--- config.mk ---
export PLATFORM = sky130hd
export DESIGN_NAME = video_timing_gen
export DESIGN_NICKNAME = d
export VERILOG_FILES = /design/src/rtl/pong_video_pkg.sv /design/src/rtl/sync_delay_line.sv /design/src/rtl/video_timing_gen.sv
export SDC_FILE = /design/constraint.sdc
export NUM_CORES = 1
export LEC_CHECK = 0
export ABC_AREA = 0
export BUFFER_PORTS_ARGS = -buffer_cell sky130_fd_sc_hd__buf_4
export CAP_MARGIN = 40
export CORE_MARGIN = 8
export CORE_UTILIZATION = 30
export CTS_BUF_LIST = sky130_fd_sc_hd__clkbuf_4 sky130_fd_sc_hd__clkbuf_8
export DETAILED_ROUTE_END_ITERATION = 6
export GPL_ROUTABILITY_DRIVEN = 0
export REMOVE_ABC_BUFFERS = 1
export SLEW_MARGIN = 30
export SYNTH_ARGS = -nofsm -noshare
export SYNTH_HDL_FRONTEND = slang
export SYNTH_SLANG_ARGS = --single-unit
--- constraint.sdc ---
create_clock -name CLK -period 6.2 [get_ports CLK]
set_input_delay 0.62 -clock CLK [delete_from_list [all_inputs] [get_ports CLK]]
set_output_delay 0.62 -clock CLK [all_outputs]
set_load 0.005 [all_outputs]
--- src/rtl/pong_video_pkg.sv ---
// Shared raster timing definitions for the pong video pipeline.
// Holds 720p defaults, the sync phase type and timing helpers.
package pong_video_pkg;

    localparam int unsigned DEF_H_ACTIVE = 1280;
    localparam int unsigned DEF_H_FP     = 110;
    localparam int unsigned DEF_H_SYNC   = 40;
    localparam int unsigned DEF_H_BP     = 220;
    localparam int unsigned DEF_V_ACTIVE = 720;
    localparam int unsigned DEF_V_FP     = 5;
    localparam int unsigned DEF_V_SYNC   = 5;
    localparam int unsigned DEF_V_BP     = 20;

    localparam int unsigned PTR_W     = 11;
    localparam int unsigned MAX_TOTAL = 2048;

    typedef enum logic [1:0] {
        PH_ACT  = 2'd0,
        PH_FP   = 2'd1,
        PH_SYNC = 2'd2,
        PH_BP   = 2'd3
    } phase_t;

    function automatic int unsigned timing_total(input int unsigned act,
                                                 input int unsigned fp,
                                                 input int unsigned sync,
                                                 input int unsigned bp);
        return act + fp + sync + bp;
    endfunction

    // Phase order is ACT -> FP -> SYNC -> BP -> ACT for both axes.
    function automatic phase_t phase_next(input phase_t ph);
        phase_t nxt;
        case (ph)
            PH_ACT:  nxt = PH_FP;
            PH_FP:   nxt = PH_SYNC;
            PH_SYNC: nxt = PH_BP;
            default: nxt = PH_ACT;
        endcase
        return nxt;
    endfunction

endpackage

--- src/rtl/sync_delay_line.sv ---
// Enabled shift register of configurable depth, reset-filled with a fixed level.
module sync_delay_line #(
    parameter int unsigned DEPTH = 1,
    parameter logic        INIT  = 1'b0
) (
    input  logic clk,
    input  logic rst_n,
    input  logic en,
    input  logic d,
    output logic q
);

    logic [DEPTH-1:0] sr;

    generate
        if (DEPTH == 1) begin : g_single
            always_ff @(posedge clk or negedge rst_n) begin
                if (!rst_n) begin
                    sr <= INIT;
                end else if (en) begin
                    sr <= d;
                end
            end
        end else begin : g_chain
            always_ff @(posedge clk or negedge rst_n) begin
                if (!rst_n) begin
                    sr <= {DEPTH{INIT}};
                end else if (en) begin
                    sr <= {sr[DEPTH-2:0], d};
                end
            end
        end
    endgenerate

    assign q = sr[DEPTH-1];

endmodule

--- src/rtl/video_timing_gen.sv ---
// Raster timing generator: pixel pointers, sync/DE levels, line/frame strobes
// and delayed sync/DE copies aligned with the drawer's registered RGB.
module video_timing_gen
    import pong_video_pkg::*;
#(
    parameter int unsigned H_ACTIVE = DEF_H_ACTIVE,
    parameter int unsigned H_FP     = DEF_H_FP,
    parameter int unsigned H_SYNC   = DEF_H_SYNC,
    parameter int unsigned H_BP     = DEF_H_BP,
    parameter int unsigned V_ACTIVE = DEF_V_ACTIVE,
    parameter int unsigned V_FP     = DEF_V_FP,
    parameter int unsigned V_SYNC   = DEF_V_SYNC,
    parameter int unsigned V_BP     = DEF_V_BP,
    parameter logic        HS_POL   = 1'b1,
    parameter logic        VS_POL   = 1'b1,
    parameter int unsigned PIPE_DLY = 1
) (
    input  logic             CLK,
    input  logic             RST_N,
    input  logic             EN,
    output logic [PTR_W-1:0] H_CNT,
    output logic [PTR_W-1:0] V_CNT,
    output logic             DE,
    output logic             HSYNC,
    output logic             VSYNC,
    output logic             LINE_START,
    output logic             FRAME_START,
    output logic             FRAME_END,
    output logic             DE_D,
    output logic             HSYNC_D,
    output logic             VSYNC_D
);

    localparam int unsigned H_TOTAL = timing_total(H_ACTIVE, H_FP, H_SYNC, H_BP);
    localparam int unsigned V_TOTAL = timing_total(V_ACTIVE, V_FP, V_SYNC, V_BP);

    localparam logic [PTR_W-1:0] H_LAST     = PTR_W'(H_TOTAL - 1);
    localparam logic [PTR_W-1:0] V_LAST     = PTR_W'(V_TOTAL - 1);
    localparam logic [PTR_W-1:0] H_ACT_END  = PTR_W'(H_ACTIVE - 1);
    localparam logic [PTR_W-1:0] H_FP_END   = PTR_W'(H_FP - 1);
    localparam logic [PTR_W-1:0] H_SYNC_END = PTR_W'(H_SYNC - 1);
    localparam logic [PTR_W-1:0] H_BP_END   = PTR_W'(H_BP - 1);
    localparam logic [PTR_W-1:0] V_ACT_END  = PTR_W'(V_ACTIVE - 1);
    localparam logic [PTR_W-1:0] V_FP_END   = PTR_W'(V_FP - 1);
    localparam logic [PTR_W-1:0] V_SYNC_END = PTR_W'(V_SYNC - 1);
    localparam logic [PTR_W-1:0] V_BP_END   = PTR_W'(V_BP - 1);

    generate
        if (H_ACTIVE == 0 || H_FP == 0 || H_SYNC == 0 || H_BP == 0 ||
            V_ACTIVE == 0 || V_FP == 0 || V_SYNC == 0 || V_BP == 0 ||
            PIPE_DLY == 0 || H_TOTAL > MAX_TOTAL || V_TOTAL > MAX_TOTAL) begin : g_bad_params
            $error("video_timing_gen: invalid timing parameters");
        end
    endgenerate

    phase_t           h_phase, h_phase_n, v_phase, v_phase_n;
    logic [PTR_W-1:0] h_pcnt, h_pcnt_n, v_pcnt, v_pcnt_n;
    logic [PTR_W-1:0] h_cnt, h_cnt_n, v_cnt, v_cnt_n;
    logic             h_done, v_done, h_wrap, v_wrap;
    logic             de_c, hsync_c, vsync_c;
    logic             line_start_c, frame_start_c, frame_end_c;

    assign h_wrap = (h_cnt == H_LAST);
    assign v_wrap = (v_cnt == V_LAST);

    // Last count of the current phase on each axis.
    always_comb begin
        h_done = 1'b0;
        v_done = 1'b0;
        case (h_phase)
            PH_ACT:  h_done = (h_pcnt == H_ACT_END);
            PH_FP:   h_done = (h_pcnt == H_FP_END);
            PH_SYNC: h_done = (h_pcnt == H_SYNC_END);
            default: h_done = (h_pcnt == H_BP_END);
        endcase
        case (v_phase)
            PH_ACT:  v_done = (v_pcnt == V_ACT_END);
            PH_FP:   v_done = (v_pcnt == V_FP_END);
            PH_SYNC: v_done = (v_pcnt == V_SYNC_END);
            default: v_done = (v_pcnt == V_BP_END);
        endcase
    end

    always_ff @(posedge CLK or negedge RST_N) begin
        if (!RST_N) begin
            h_phase <= PH_BP;
            v_phase <= PH_BP;
            h_pcnt  <= H_BP_END;
            v_pcnt  <= V_BP_END;
            h_cnt   <= H_LAST;
            v_cnt   <= V_LAST;
        end else begin
            h_phase <= h_phase_n;
            v_phase <= v_phase_n;
            h_pcnt  <= h_pcnt_n;
            v_pcnt  <= v_pcnt_n;
            h_cnt   <= h_cnt_n;
            v_cnt   <= v_cnt_n;
        end
    end

    // Vertical side only moves on the horizontal wrap.
    always_comb begin
        h_phase_n = h_phase;
        v_phase_n = v_phase;
        h_pcnt_n  = h_pcnt;
        v_pcnt_n  = v_pcnt;
        h_cnt_n   = h_cnt;
        v_cnt_n   = v_cnt;
        if (EN) begin
            h_cnt_n = h_wrap ? '0 : h_cnt + PTR_W'(1);
            if (h_done) begin
                h_phase_n = phase_next(h_phase);
                h_pcnt_n  = '0;
            end else begin
                h_pcnt_n = h_pcnt + PTR_W'(1);
            end
            if (h_wrap) begin
                v_cnt_n = v_wrap ? '0 : v_cnt + PTR_W'(1);
                if (v_done) begin
                    v_phase_n = phase_next(v_phase);
                    v_pcnt_n  = '0;
                end else begin
                    v_pcnt_n = v_pcnt + PTR_W'(1);
                end
            end
        end
    end

    // Outputs describe the pointer the next edge will present.
    always_comb begin
        de_c          = DE;
        hsync_c       = HSYNC;
        vsync_c       = VSYNC;
        line_start_c  = 1'b0;
        frame_start_c = 1'b0;
        frame_end_c   = 1'b0;
        if (EN) begin
            de_c          = (h_phase_n == PH_ACT) && (v_phase_n == PH_ACT);
            hsync_c       = (h_phase_n == PH_SYNC) ? HS_POL : ~HS_POL;
            vsync_c       = (v_phase_n == PH_SYNC) ? VS_POL : ~VS_POL;
            line_start_c  = (h_cnt_n == '0);
            frame_start_c = (h_cnt_n == '0) && (v_cnt_n == '0);
            frame_end_c   = (h_cnt_n == H_ACT_END) && (v_cnt_n == V_ACT_END);
        end
    end

    always_ff @(posedge CLK or negedge RST_N) begin
        if (!RST_N) begin
            DE          <= 1'b0;
            HSYNC       <= ~HS_POL;
            VSYNC       <= ~VS_POL;
            LINE_START  <= 1'b0;
            FRAME_START <= 1'b0;
            FRAME_END   <= 1'b0;
        end else begin
            DE          <= de_c;
            HSYNC       <= hsync_c;
            VSYNC       <= vsync_c;
            LINE_START  <= line_start_c;
            FRAME_START <= frame_start_c;
            FRAME_END   <= frame_end_c;
        end
    end

    assign H_CNT = h_cnt;
    assign V_CNT = v_cnt;

    sync_delay_line #(.DEPTH(PIPE_DLY), .INIT(1'b0)) u_de_dly (
        .clk(CLK), .rst_n(RST_N), .en(EN), .d(DE), .q(DE_D)
    );

    sync_delay_line #(.DEPTH(PIPE_DLY), .INIT(~HS_POL)) u_hs_dly (
        .clk(CLK), .rst_n(RST_N), .en(EN), .d(HSYNC), .q(HSYNC_D)
    );

    sync_delay_line #(.DEPTH(PIPE_DLY), .INIT(~VS_POL)) u_vs_dly (
        .clk(CLK), .rst_n(RST_N), .en(EN), .d(VSYNC), .q(VSYNC_D)
    );

endmodule
==> results.cfg, run 1 <==
[layout]
num-fill-cells = 1034
n_antenna_cell = 0
multi_input_area_um2 = 1580
area_delta_synth_final_pct = 19.1
seqCellArea_um2 = 1460
drive_above_1_share_pct = 26.3
final_common_cell = buf_4
final_net_count = 362
final_cell_mix = 33 x buf_4, 31 x dfrtp_1, 31 x nor2_1, 26 x dfstp_2, 23 x nand2_1
finalCoreUtilization_pct = 36.6

[synthesis]
synth-edff-count = 0
synth-compound-area-share_pct = 9.24
muxShareOfSynthArea_pct = 2.89
synthArstFlopShare_pct = 100
synthSimpleGateAreaFrac_pct = 23.7
synth_xor_area_share_pct = 8.88
synthCells = 312
postSynthAreaPerCell_um2 = 10.1
synth_top_cell_by_area = dfrtp_1
synth_flop_cell = dfrtp_1
ys_types = 55
netlist.area_leader.share_pct = 24.6
synth_area_leaders = dfrtp_1 25%, dfstp_2 22%, ha_1 5.2%
synthAdderAreaFrac_pct = 5.15
yosysWarnings = 0
synth.ff_latch_count = 57
synth-seq-area-share_pct = 46.2
syn_area_um2 = 3160
synth_top_family_by_area = simple AND/OR/NAND/NOR gates

[placement]
io_buffers = 33
hpwlAfterDp_um = 4980
dp_slack_ns = 3.24

[floorplan]
start_util_pct = 30.7
rows = 37
fp.dieH_um = 119
ios = 34
dieArea_um2 = 14100
die_x_um = 119
core_region_area_um2 = 10300

[power_and_ir_drop]
p_leak_nw = 1.65
p_per_area_nw_per_um2 = 298
ir_drop_mv = 0.117

[global_route]
grt_pass1_vias = 2394
grt.overflow.total = 0
grtUsageTotal_pct = 10.3
grt_max_degree = 58
grt_pass1_wl_um = 11800
antenna_found_initial = 0

[clock_tree]
root_buffer = clkbuf_8
clock-sinks = 57
clk_pin_slew_ns = 0.06
h-tree-depth = 3
cts_setup_buffers = 0
clock_latency_ns = 0.33
cts_hold_buffers = 0
numCtsBuffers = 9
tritoncts = built
ctsLongestPathBuffers = 2
cts_resized = 0

[flow_run]
max-cap-violations = 0

[detailed_routing]
drtPass1Iterations = 4
drt-total-wl_um = 7050
drtIter0Drc = 161
wl_per_cell_um = 14.5
postRouteAntennaNets = 0
via_count = 2438
via_per_inst = 5.02
drc_errors = 0

[setup_path]
r2r_cells = 8
arrival_ns = 3.13
startpoint_type = register
cp_cell_sequence = inv_1 > ha_1 > nor3b_1 > o22ai_1 > nor4_4 > mux2_2 > or3b_2 > o21ai_0
max_stage_delay_ns = 0.57
crit_path_max_fanout = 13
path_delay_family = simple AND/OR/NAND/NOR gates
slowest_stage = dfstp_2
r2r_slack_ns = 3.32
r2r_start = h_phase[0]
end_kind = register
r2r-end = HSYNC
worstPathRequired_ns = 6.45
path_class = reg2reg
cp_num_buf_inv = 1

[sta]
finalHoldViolCount = 0
fin_setup_tns_ns = 0
drv_slew = 0
min_period_ns = 2.88
period_share_pct = 46.4
rsz0062_at_grt = false
fin_skew_ns = 0.0129
worstMarginPinSlew_ns = 0.711
fmax_mhz = 348
layout_setup_ws_ns = 3.32
slew_headroom_pct = 52.6
setup_viol = 0
hold_ws_ns = 0.342

[run_status]
status = complete, no violations

[worst_hold_path]
hold_path_class = in2async
-- registers in the layout, summed over array words and instances (netlist names), 2 cells and up --
name,cells
V_CNT,11
v_pcnt,11
h_pcnt,11
H_CNT,11
h_phase,2
v_phase,2
-- layer usage --
layer / wire (µm) / track usage (%) / up-vias
li1: - / - / 1183
met1: 3260 / 12.7 / 1188
met2: 3230 / 15.8 / 60
met3: 451 / 3.71 / 7
met4: 106 / 4.51 / 0
met5: 0 / 0 / -
-- where the power goes --
part	internal [W]	switching, W	total [W]
registers	0.000437	0.0000810	0.000518
clock network	0.000262	0.000144	0.000405
logic	0.0000967	0.0000991	0.000196
total	0.000795	0.000324	0.00112
-- final cells by class --
type	count	share of cell area, %
Tap cell	136	4.53
Multi-Input combinational cell	229	42.1
Clock inverter	2	1.60
Sequential cell	57	38.8
Timing Repair Buffer	34	6.89
Clock buffer	13	4.59
Inverter	15	1.50
-- cells in the mapped netlist (2+ instances only) --
cell       n
dfrtp_1   31
or4_1      2
mux2_2     5
o31ai_1    4
and4b_1    2
nor4b_1    2
nand3_1   15
buf_4      2
and3_1    11
nor3b_1    3
nand2b_1   2
a31oi_1    4
a31o_2     2
nor3_1     4
o22ai_1    3
and3b_1    2
or3_1      2
clkbuf_1   4
nor2b_1    3
o21ai_0   11
nand2_1   23
inv_1     14
dfstp_2   26
buf_6      2
xor2_1    16
nor2_1    31
a211oi_1   2
ha_1      13
xnor2_1   16
a21oi_1    7
clkbuf_2   2
mux2i_1    2
nand4_1   12
nor4_1     6
and4_1     6
-- stage by stage --
stage	instance area, µm²	std cells	total power [W]
2_1_floorplan	3090	301	0.000627
3_3_place_gp	3510	470	0.000714
3_5_place_dp	3530	471	0.000720
4_1_cts	3760	486	0.00113
5_1_grt	3760	486	0.00118
6_report	3760	486	0.00112
-- logic make-up after synthesis --
group / Yosys count
AND/OR/NAND/NOR: 135
flip-flops: 57
AO/OA/AOI/OAI: 41
XOR/XNOR: 32
buffers and inverters: 26
adder cells (fa/ha/maj): 13
multiplexers: 8
-- worst max path at each step --
stage / start / cells after the start / slack, ns / to
after floorplan: h_phase[0] / 8 / 3.41 / HSYNC
after global placement: EN / 7 / 2.94 / FRAME_START
after detailed placement: EN / 7 / 3.24 / VSYNC
after CTS: h_phase[0] / 8 / 3.29 / HSYNC
after global routing: H_CNT[2] / 6 / 3.12 / FRAME_START
final: h_phase[0] / 8 / 3.32 / HSYNC
No activity file was read; power rests on OpenSTA's default activity.
==> inputs of run 2 (changes only) <==
- clock period: 6.2 -> 2.4 ns (I/O delays scaled with it)
==> run 2 against run 1 <==
- cell area rose by 11%
- largest power group unchanged
- combinational power rose to 3.4 times the previous value
- utilization rose by 3.8 points
- critical path depth fell by 1
- worst setup slack got worse by 3.4 ns
- largest cell class unchanged
- clock skew fell by 0.0039 ns
- die area did not move
- global-route usage rose by 0.94 points
- via count rose by 6.8%
- flip-flop and latch count did not move
- the flow now finishes with violations (setup timing)
- total power rose to 2.7 times the previous value
==> results.cfg, run 2 (synthesized netlist as in run 1, its figures left out) <==
[setup_path]
cp.depth = 7
path_delay_family = simple AND/OR/NAND/NOR gates
crit_path_max_fanout = 3
cp_num_buf_inv = 1
max_stage_delay_ns = 0.54
worstPathRequired_ns = 2.62
startpoint = v_phase[0]
end_kind = register
cp_cell_sequence = inv_2 > ha_4 > or3b_4 > a2111oi_4 > and4_4 > mux2_4 > a31o_4
arrival_ns = 2.68
path_class = reg2reg
r2r_start = v_phase[0]
r2r_cells = 7
startpoint_type = register
slowest_stage = dfstp_2

[placement]
dp_slack_ns = -0.155
io_buffers = 33
dpl-instance-area_um2 = 3730
hpwlAfterDp_um = 5160

[layout]
final_area_um2 = 4160
n_antenna_cell = 0
final_net_count = 397
drive_above_1_share_pct = 37.8
final_common_cell = buf_4
final_cell_mix = 66 x buf_4, 31 x dfrtp_1, 31 x nor2_1, 26 x dfstp_2, 23 x nand2_1
area_delta_synth_final_pct = 31.6

[clock_tree]
root_buffer = clkbuf_8
h-tree-depth = 3
clock_latency_ns = 0.34
ctsLongestPathBuffers = 2
clk_pin_slew_ns = 0.06
numCtsBuffers = 9
clock-sinks = 57
tritoncts = built

[floorplan]
dieArea_um2 = 14100
fp.dieH_um = 119
ios = 34
rows = 37
die_x_um = 119
start_util_pct = 30.7
core_region_area_um2 = 10300

[flow_run]
max-cap-violations = 0

[power_and_ir_drop]
intPower_w = 0.00214
power_w = 0.00303
p_per_area_nw_per_um2 = 730
ir_drop_mv = 0.357
p_leak_nw = 1.86
p_switching_w = 0.000891
p_comb_share_pct = 21.8
p_sw_share_pct = 29.4
clock_power_share_pct = 35.7
p_seq_share_pct = 42.5

[sta]
hold_ws_ns = 0.290
min_period_ns = 2.46
layout_setup_ws_ns = -0.0560
finalHoldViolCount = 0
period_share_pct = 102
fin_setup_tns_ns = -0.0560
slew_headroom_pct = 51.8
fin_skew_ns = 0.00897
fmax_mhz = 407
drv_slew = 0
setup_viol = 1
worstMarginPinSlew_ns = 0.723
rsz0062_at_grt = true

[global_route]
grtUsageTotal_pct = 11.2
grt.overflow.total = 0
grt_pass1_wl_um = 13100
grt_pass1_vias = 2696
grt_max_degree = 58
antenna_found_initial = 0

[detailed_routing]
drc_errors = 0
drt-total-wl_um = 7670
wl_per_cell_um = 14.7
drtIter0Drc = 231
postRouteAntennaNets = 0
via_count = 2604
via_per_inst = 4.99
drtPass1Iterations = 4

[worst_hold_path]
hold_path_class = in2reg
timing.hold.worst.start = EN
hold-path-cell-count = 3

[run_status]
status = complete, but fails checks
violations = setup timing
run 2: cell type report:
cell class              count  area (µm²)
well taps                 136         170
repair buffers             69         541
clock buffers              14         180
inverters                  15        56.3
clock inverters             2        60.1
multi-input cells         229        1690
fillers                  1011        6120
flip-flops and latches     57        1460
run 2: metrics by stage:
stage / std cells / utilization [%]
5_1_grt: 522 / 40.4
6_report: 522 / 40.4
3_5_place_dp: 498 / 36.3
3_3_place_gp: 498 / 36.3
4_1_cts: 521 / 39.8
2_1_floorplan: 301 / -
run 2: power groups by stage:
stage | Clock (W) | Combinational [W] | Sequential, W
final | 0.00108 | 0.000661 | 0.00129
after global routing | 0.00115 | 0.000734 | 0.00131
after CTS | 0.00111 | 0.000639 | 0.00128
after detailed placement | 0 | 0.000633 | 0.00129
after global placement | 0 | 0.000623 | 0.00129
after floorplan | 0 | 0.000322 | 0.00130
run 2: metal layers:
layer  vias to the layer above  wire [µm]  global-route usage, %
li1                       1253          -                      -
met1                      1293       3660                   13.9
met2                        50       3580                   17.8
met3                         8        326                   3.52
met4                         0        102                   4.51
met5                         -          0                      0
run 2: worst paths after layout:
check / endpoint / slack (ns)
worst max-delay path: VSYNC / -0.06
worst max register to register: VSYNC / -0.06
worst min-delay path: H_CNT[0] / 0.29
max in group asynchronous: v_pcnt[6] / 1.41
worst min register to register: u_hs_dly.q / 0.52
min in group asynchronous: FRAME_END / 0.51
run 2: worst reg2reg max path: cells and delay by family (launching register included):
kind,cells,cell delay (ns)
simple gates,2,0.67
flops,1,0.54
compound gates,2,0.52
mux,1,0.32
fa+ha+maj,1,0.26
buf+inv,1,0.05
run 2: timing repair:
action	in CTS	in global routing
endpoints found under the setup margin	4	6
setup buffers	6	1
resized for setup	17	10
pin swaps	7	3
endpoints found under the hold margin	6	0
hold buffers	1	0
==> inputs of run 3 (changes only) <==
- RECOVER_POWER: unset -> 50
==> run 3 against run 2 <==
- the run still ends with setup timing left
- cell area shrank 0.60%
- clock power is essentially flat
- sequential share of layout area grew 0.21 points
- largest power group unchanged
==> results.cfg, run 3 (synthesized netlist as in run 1, its figures left out) <==
[clock_tree]
clk_pin_slew_ns = 0.06
ctsLongestPathBuffers = 2
numCtsBuffers = 9
tritoncts = built
root_buffer = clkbuf_8
clock_latency_ns = 0.34
clock-sinks = 57
h-tree-depth = 3

[worst_hold_path]
timing.hold.worst.start = EN
hold-path-cell-count = 3
hold_end = H_CNT[0]
hold_path_class = in2reg

[sta]
setup_viol = 1
worstMarginPinSlew_ns = 1.41
min_period_ns = 2.46
layout_setup_ws_ns = -0.0563
slew_headroom_pct = 6.11
finalHoldViolCount = 0
fin_setup_tns_ns = -0.0563
fin_skew_ns = 0.00904
period_share_pct = 102
fmax_mhz = 407
rsz0062_at_grt = true
drv_slew = 0

[global_route]
grt.overflow.total = 0
grt_max_degree = 58
grtUsageTotal_pct = 11.2
antenna_found_initial = 0
grt_pass1_vias = 2696
grt_pass1_wl_um = 13100

[setup_path]
end_kind = register
r2r_start = v_phase[0]
path_class = reg2reg
worstPathRequired_ns = 2.62
r2r-end = VSYNC
r2r_cells = 7
r2r_slack_ns = -0.06
arrival_ns = 2.68
crit_path_max_fanout = 3
startpoint_type = register

[placement]
place_inst = 498
dpl-instance-area_um2 = 3730
hpwlAfterDp_um = 5160
io_buffers = 33

[layout]
final_area_um2 = 4130
final_cell_mix = 56 x buf_4, 31 x dfrtp_1, 31 x nor2_1, 26 x dfstp_2, 23 x nand2_1
final_net_count = 397
area_delta_synth_final_pct = 30.8
n_antenna_cell = 0
drive_above_1_share_pct = 36.3
final_common_cell = buf_4
final_cells = 522
finalCoreUtilization_pct = 40.2

[detailed_routing]
drc_errors = 0
via_per_inst = 4.98
drtIter0Drc = 232
drt-total-wl_um = 7650
wl_per_cell_um = 14.7
drtPass1Iterations = 4
via_count = 2600
postRouteAntennaNets = 0

[power_and_ir_drop]
p_leak_nw = 1.83
power_w = 0.00303
ir_drop_mv = 0.358
p_per_area_nw_per_um2 = 734

[floorplan]
fp.dieH_um = 119
ios = 34
rows = 37
dieArea_um2 = 14100
die_x_um = 119
core_region_area_um2 = 10300
start_util_pct = 30.7

[run_status]
violations = setup timing
status = complete, but fails checks

[flow_run]
max-cap-violations = 0
-- run 3: cell count changes in the layout (fill, tap and decap cells not counted), sizes merged --
cell and change:
clkbuf +10, buf -10
-- run 3: timing repair --
action                                 4_1_cts  5_1_grt
hold buffers                                 1        0
endpoints found under the hold margin        6        0
buffers inserted                             6        1
gates resized for setup                     17       10
pin swaps                                    7        3
setup endpoints to repair                    4        6
-- run 3: worst max-delay path, cell delays in order (launching register included) --
cell and delay [ns]:
dfstp_2 0.54, inv_2 0.05, ha_4 0.26, or3b_4 0.38, a2111oi_4 0.30, and4_4 0.29, mux2_4 0.32, a31o_4 0.22
-- run 3: layout make-up --
type,count,area [µm²]
fillers,1015,6150
multi-input cells,229,1690
flip-flops and latches,57,1460
repair buffers,69,515
clock buffers,14,180
well taps,136,170
clock inverters,2,60.1
inverters,15,56.3
-- run 3: worst max path at each step --
stage	to	startpoint	cells after the start	slack (ns)
after floorplan	HSYNC	h_phase[0]	8	-0.39
after global placement	VSYNC	v_phase[0]	7	-0.13
after detailed placement	VSYNC	v_phase[0]	7	-0.16
after CTS	VSYNC	v_phase[0]	7	-0.05
after global routing	VSYNC	v_phase[0]	7	-0.12
final	VSYNC	v_phase[0]	7	-0.06
-- run 3: routing by layer --
metal | wire (µm) | global-route usage, % | up-vias
li1 | - | - | 1251
met1 | 3650 | 13.9 | 1290
met2 | 3580 | 17.8 | 51
met3 | 316 | 3.52 | 8
met4 | 102 | 4.51 | 0
met5 | 0 | 0 | -
-- run 3: power by group --
part	internal (W)	switching [W]
clock	0.000694	0.000388
combinational	0.000320	0.000340
sequential	0.00113	0.000163
total	0.00214	0.000891
-- run 3: per-stage QoR --
step	setup slack, ns	hold slack (ns)
after floorplan	-0.386	-0.0556
after global placement	-0.130	0.352
after detailed placement	-0.155	0.361
after CTS	-0.0480	0.255
after global routing	-0.123	0.285
final	-0.0563	0.291
